==> src/rtl/alu_share_arbiter.sv <==
// alu_share_arbiter: shares one external combinational ALU between two
// requesters. One operation in flight at a time: IDLE -> EXEC -> RESP -> IDLE.
// Optional feature macro: ALU_ARB_RR_EN selects round-robin tie-breaking;
// without it requester 0 has fixed priority on ties.
//
// Handshake rule for every channel here: a transfer happens on a rising edge
// where valid & ready are both high. Ready may look at valid; valid never
// looks at ready. A valid, once raised, is held with stable payload until
// its transfer.

`ifndef WORD
`define WORD 32
`endif

module alu_share_arbiter #(
   parameter int WIDTH = `WORD
) (
   input  logic             clk,
   input  logic             rst_n,
   // requester 0
   input  logic             req0_valid,
   output logic             req0_ready,
   input  logic [WIDTH-1:0] req0_a,
   input  logic [WIDTH-1:0] req0_b,
   input  logic [3:0]       req0_op,
   // requester 1
   input  logic             req1_valid,
   output logic             req1_ready,
   input  logic [WIDTH-1:0] req1_a,
   input  logic [WIDTH-1:0] req1_b,
   input  logic [3:0]       req1_op,
   // responses
   output logic             rsp0_valid,
   input  logic             rsp0_ready,
   output logic             rsp1_valid,
   input  logic             rsp1_ready,
   output logic [WIDTH-1:0] rsp_result,
   output logic             rsp_zero,
   // ALU side
   output logic [WIDTH-1:0] alu_a,
   output logic [WIDTH-1:0] alu_b,
   output logic [3:0]       alu_ctrl,
   input  logic [WIDTH-1:0] alu_res,
   input  logic             alu_zero,
   // status / debug
   output logic             busy,
   output logic [1:0]       dbg_state
);

   typedef enum logic [1:0] {
      IDLE = 2'd0,
      EXEC = 2'd1,
      RESP = 2'd2
   } state_t;

   state_t           state_q, state_d;
   logic [WIDTH-1:0] a_q, a_d;
   logic [WIDTH-1:0] b_q, b_d;
   logic [3:0]       ctrl_q, ctrl_d;
   logic [WIDTH-1:0] result_q, result_d;
   logic             zero_q, zero_d;
   logic             tag_q, tag_d;
   logic             last_q, last_d;

   logic             grant;
   logic             accept;
   logic             rsp_done;

   // Grant selection from the request valids (only meaningful in IDLE).
   always_comb begin
      grant = 1'b0;
`ifdef ALU_ARB_RR_EN
      if (req0_valid && req1_valid) begin
         grant = ~last_q;
      end else if (req1_valid) begin
         grant = 1'b1;
      end
`else
      if (!req0_valid && req1_valid) begin
         grant = 1'b1;
      end
`endif
   end

   // Ready is held low during reset so nothing is taken while the block is cleared.
   assign req0_ready = rst_n & (state_q == IDLE) & ~grant;
   assign req1_ready = rst_n & (state_q == IDLE) &  grant;
   assign accept     = grant ? (req1_valid & req1_ready) : (req0_valid & req0_ready);
   assign rsp_done   = tag_q ? rsp1_ready : rsp0_ready;

   // Next-state and datapath capture logic.
   always_comb begin
      state_d  = state_q;
      a_d      = a_q;
      b_d      = b_q;
      ctrl_d   = ctrl_q;
      result_d = result_q;
      zero_d   = zero_q;
      tag_d    = tag_q;
      last_d   = last_q;
      case (state_q)
         IDLE: begin
            if (accept) begin
               a_d     = grant ? req1_a  : req0_a;
               b_d     = grant ? req1_b  : req0_b;
               ctrl_d  = grant ? req1_op : req0_op;
               tag_d   = grant;
               last_d  = grant;
               state_d = EXEC;
            end
         end
         EXEC: begin
            // ALU output has settled from the registered operands by now.
            result_d = alu_res;
            zero_d   = alu_zero;
            state_d  = RESP;
         end
         RESP: begin
            if (rsp_done) begin
               state_d = IDLE;
            end
         end
         default: begin
            state_d = IDLE;
         end
      endcase
   end

   // State and datapath registers; reset drops any in-flight operation.
   always_ff @(posedge clk or negedge rst_n) begin
      if (!rst_n) begin
         state_q  <= IDLE;
         a_q      <= '0;
         b_q      <= '0;
         ctrl_q   <= '0;
         result_q <= '0;
         zero_q   <= 1'b0;
         tag_q    <= 1'b0;
         last_q   <= 1'b1;
      end else begin
         state_q  <= state_d;
         a_q      <= a_d;
         b_q      <= b_d;
         ctrl_q   <= ctrl_d;
         result_q <= result_d;
         zero_q   <= zero_d;
         tag_q    <= tag_d;
         last_q   <= last_d;
      end
   end

   assign alu_a      = a_q;
   assign alu_b      = b_q;
   assign alu_ctrl   = ctrl_q;
   assign rsp_result = result_q;
   assign rsp_zero   = zero_q;
   assign rsp0_valid = (state_q == RESP) & ~tag_q;
   assign rsp1_valid = (state_q == RESP) &  tag_q;
   assign busy       = (state_q != IDLE);
   assign dbg_state  = state_q;

endmodule
==> config.mk <==
export PLATFORM = sky130hd
export DESIGN_NAME = alu_share_arbiter
export DESIGN_NICKNAME = d
export VERILOG_FILES = /design/src/rtl/alu_share_arbiter.sv
export SDC_FILE = /design/constraint.sdc
export NUM_CORES = 1
export LEC_CHECK = 0
export CAP_MARGIN = 15
export CORE_MARGIN = 2
export CORE_UTILIZATION = 41
export CTS_CLUSTER_DIAMETER = 60
export DETAILED_ROUTE_END_ITERATION = 10
export PLACE_DENSITY = 0.86
export SLEW_MARGIN = 20
export SYNTH_ARGS = -nofsm -noshare
export SYNTH_HDL_FRONTEND = slang
export SYNTH_SLANG_ARGS = --single-unit
==> constraint.sdc <==
create_clock -name clk -period 3.5 [get_ports clk]
set_clock_uncertainty 0.1 [all_clocks]
set_input_delay 0.525 -clock clk [delete_from_list [all_inputs] [get_ports clk]]
set_output_delay 0.525 -clock clk [all_outputs]
set_load 0.005 [all_outputs]
# == Word level (Yosys, flattened, before mapping) ==
# Index checks and enable logic that the tools add are counted.
# word_totals
regBits,104
in_bits,175
output_inout_bits,108
word_cells,35
# classes
n_eq_ne,4
muxes,9
bitwise,9
reduce_logical,6
# ops
operator,n
$mux 32,2
$and 1x1->1,7
$pmux 2 s3,1
$mux 2,2
$mux 4,1
$ne 2x2->1 const B,2
$reduce_and 2->1,2
$mux 1,3
$eq 2x1->1 const B,1
$eq 2x2->1 const B,1
$logic_not 2->1,1
$not 1->1,2
$reduce_bool 2->1,1
$logic_and 1x1->1,1
$logic_not 1->1,1

# == Depth between registers and ports, before layout ==
# logic_depth
ltp_word,9
depth_mapped,6
ltp_nobuf,3

# == Worst setup path before layout ==
# Ideal clock, no wire load.
# synth_timing
path_kind,input port to flip-flop
startpoint,input port rst_n
endpoint,register a_q[0] (netlist: alu_a[0])
setup_time_ps,125
arrival_ps,1570
required_ps,3275
setup_slack_ps,1704
stages,6
path_buffers,3
path_cell_list,nor3b_2 -> o21a_1 -> buf_4 -> buf_8 -> buf_12 -> mux2_4
# synth_between
elab_chain_cells,5
word_cells_on_any_way,7
cone_classes,1 x mux; 5 x bitwise; 1 x reduce/logical
# synth_rtl
item,line_no,text
from (decl),19,"input logic rst_n,"
$and 1x1->1 (*),"86, 87",
$and 1x1->1 (on tied branches),"86, 87",
$and 1x1->1,88,assign accept = grant ? (req1_valid & req1_ready) : (req0_valid & req0_ready);
$mux 1 (*),88,
$reduce_and 2->1 (no line) (*),n/a,
to (signal assigned),133,a_q <= '0;
to (signal assigned),142,a_q <= a_d;
to (decl),57,"logic [WIDTH-1:0] a_q, a_d;"
# Every way passes the cells marked *; elsewhere a longest branch is shown, timed or not.
# A chain may end at the register's enable or synchronous reset.

# == Worst setup path in the final report ==
# layout_timing
startpoint,input port req0_valid
endpoint,output port req1_ready
# layout_between
elab_chain_cells,4
# layout_rtl
item,line_no,text
from (decl),21,"input logic req0_valid,"
$logic_not 1->1,79,if (!req0_valid && req1_valid) begin
$logic_and 1x1->1,79,
$mux 1,79,
$and 1x1->1,87,assign req1_ready = rst_n & (state_q == IDLE) & grant;
to (decl),28,"output logic req1_ready,"
# Every way passes these cells.

==> results.toml <==
[status]
status = "complete, no violations"

[sta]
rsz0062_at_grt = "false"
hold_violations = 0
hold_slack_ps = 183.3
fin_crit_sh_pct = 71.16
worstMarginPinSlew_ps = 717.2
finalMaxSlewViolations = 0
relSlewSlack_pct = 52.18
setup_tns_ps = 0
finalSetupViolations = 0
fmax_mhz = 401.5
finalCriticalPeriod_ps = 2491

[floorplan]
floorplan.initialDensity_pct = 42.19
dieArea_mm2 = 0.01263
num_rows = 39
die_x_um = 112.4
ios = 283
core_mm2 = 0.01142
die_y_um = 112.4

[drt]
viasPerCell = 4.894
top_layer_used = "met4"
drc = 0
wl_met1_mm = 4.752
wl_met3_mm = 1.188
num_vias = 3597
wl_mm = 13.25
final_antenna_net_count = 0
wl_met2_mm = 6.979
firstDrtPassIters = 6
post_drt_wl_per_cell_um = 18.03
initialDrtViolationCount = 41

[clock_network]
cts_made_buffers = 9
cts.path.max_buffers = 2
clock_latency_ps = 340
clk_pin_slew_ps = 70
ctsResizeCount = 0
post_cts_buffers = 0
cts.sinks = 104
cts_root_buf = "clkbuf_16"
postCtsHoldBufs = 0
cts_htree_levels = 3
cts_tree = "done"

[grt]
grt_first_pass_wirelength_mm = 20.12
grt_use_total_pct = 20.40
overflow = 0
antenna_found_initial = 0
grt_max_degree = 58
grt_pass1_vias = 3907

[cells_and_area]
nNetsFinal = 762
n_antenna_cell = 0
post-route-util_pct = 69.86
syn_to_final_growth_pct = 65.58
layout-drive-gt1-share_pct = 33.11

[critical_path]
slowest_delay_ps = 540
critPathKind = "input pin to output pin"
cpMostUsedCell = "clkdlybuf4s50_1"
worst-path-max-fanout = 4
critPathSlowestCell = "clkdlybuf4s50_1"
path_cells = "clkdlybuf4s50_1, nand2b_2, nor2b_1, clkdlybuf4s50_1"
required_ps = 2870
worstSetupEndpointType = "output pin"
worst_setup_path_start_kind = "input pin"
worst_ep_arrival_time_ps = 1870

[placement]
dp_hpwl_mm = 10.25
numPortBuffers = 282
place.gp.congestion = 0.7722

[synth]
synth.distinct_cells = 19
yosysTopAreaCellShare_pct = 54.03
synth_area_mm2 = 0.004817
synthTopCellsByArea = "dfrtp_1 54%, mux2_2 38%, mux2_4 2.8%"
yosysWarnings = 0
synth_area_leader_cell = "dfrtp_1"
syn_nets = 483
synth_cells = 308
synth_seq_cells = 104
syn_avg_cell_area_um2 = 15.64
ys_seq_area_share_pct = 54.03

[power]
peakVddDrop_uv = 566.1
power_density_mw_per_mm2 = 716.8
power.leakage_uw = 0.003221

[worst_hold_path]
hold_class = "input pin to asynchronous set/reset pin"

[job]
maxCapViolCount = 0
[cell type report]
| class | count | area, µm² |
|---|---|---|
| clock inverters | 5 | 32.53 |
| inverters | 1 | 3.754 |
| flip-flops and latches | 104 | 2603 |
| repair buffers | 288 | 2878 |
| well taps | 143 | 178.9 |
| multi-input cells | 183 | 2038 |
| fillers | 823 | 3442 |
| clock buffers | 11 | 242.7 |
[where the power goes]
part           switching [µW]  total (µW)  internal [µW]
Combinational             773        2640           1870
Clock                     435         935            500
Sequential                325        2140           1820
Total                    1530        5720           4180
[cells in the mapped netlist, drive strengths merged]
cell type / count
mux2: 170
dfrtp: 104
buf: 19
nand2b: 3
a21oi: 2
nor2: 2
and2: 1
clkbuf: 1
inv: 1
nor2b: 1
nor3b: 1
o21a: 1
o21ai: 1
or2: 1
[flip-flops by register name, summed over array words and instances (netlist names)]
name	cells
alu_a	32
tag_q	1
alu_b	32
dbg_state	2
rsp_result	32
alu_ctrl	4
rsp_zero	1
[per-layer routing]
layer / GRT usage (%) / up-vias
met1: 21.21 / 1739
li1: - / 1666
met4: 8.618 / 0
met5: 0 / -
met3: 6.641 / 23
met2: 37.63 / 169
[worst paths after layout]
path | to | slack (ps) | startpoint | depth (start not counted)
worst max-delay path | req1_ready | 1010 | req0_valid | 4
worst min register to register | alu_b[5]$_DFFE_PN0P_ | 400 | alu_b[5]$_DFFE_PN0P_ | 1
min in group clk | alu_b[5]$_DFFE_PN0P_ | 400 | alu_b[5]$_DFFE_PN0P_ | 1
worst min-delay path | rsp_result[24]$_DFFE_PN0N_ | 180 | rst_n | 2
worst max register to register | alu_a[28]$_DFFE_PN0P_ | 1270 | dbg_state[0]$_DFFE_PN0P_ | 4
max in group asynchronous | alu_b[10]$_DFFE_PN0P_ | 1970 | rst_n | 3
[logic make-up (layout without fill, tap and decap cells)]
logic type      Yosys count  in the layout  synth area share [%]
flops                   104            104                 54.03
buf+inv                  21            305                 3.870
compound gates            4              4                0.4675
simple gates              9              9                 1.195
mux                     170            170                 40.44
[through the flow]
| step | std cells | power [µW] | cell area [µm²] | setup slack (ps) |
|---|---|---|---|---|
| after floorplan | 308 | 3141 | 4817 | 1704 |
| after global placement | 719 | 4739 | 7701 | 994.3 |
| after detailed placement | 719 | 4842 | 7701 | 928.5 |
| after CTS | 735 | 5794 | 7976 | 1006 |
| after global routing | 735 | 6025 | 7976 | 955.6 |
| final | 735 | 5717 | 7976 | 1009 |
[worst max-delay path: cells and delay by family]
kind                   cells  cell delay (ps)
buffers and inverters      2             1000
and+or+nand+nor            2              350
[placed cells by master (no fill, tap or decap)]
cell type        instances
nand2b_2                 1
dfrtp_1                104
a21oi_1                  2
nor3b_2                  1
clkbuf_1                 1
clkbuf_8                 1
clkinv_2                 2
buf_12                   1
mux2_2                 161
buf_4                    6
nand2b_1                 2
clkbuf_16                9
clkdlybuf4s50_1        281
o21a_4                   1
inv_1                    1
nor2b_1                  1
or2_2                    1
o21ai_0                  1
nor2_1                   2
clkinvlp_4               3
mux2_4                   9
and2_1                   1
Note: power is estimated with default switching activity, not from simulation.
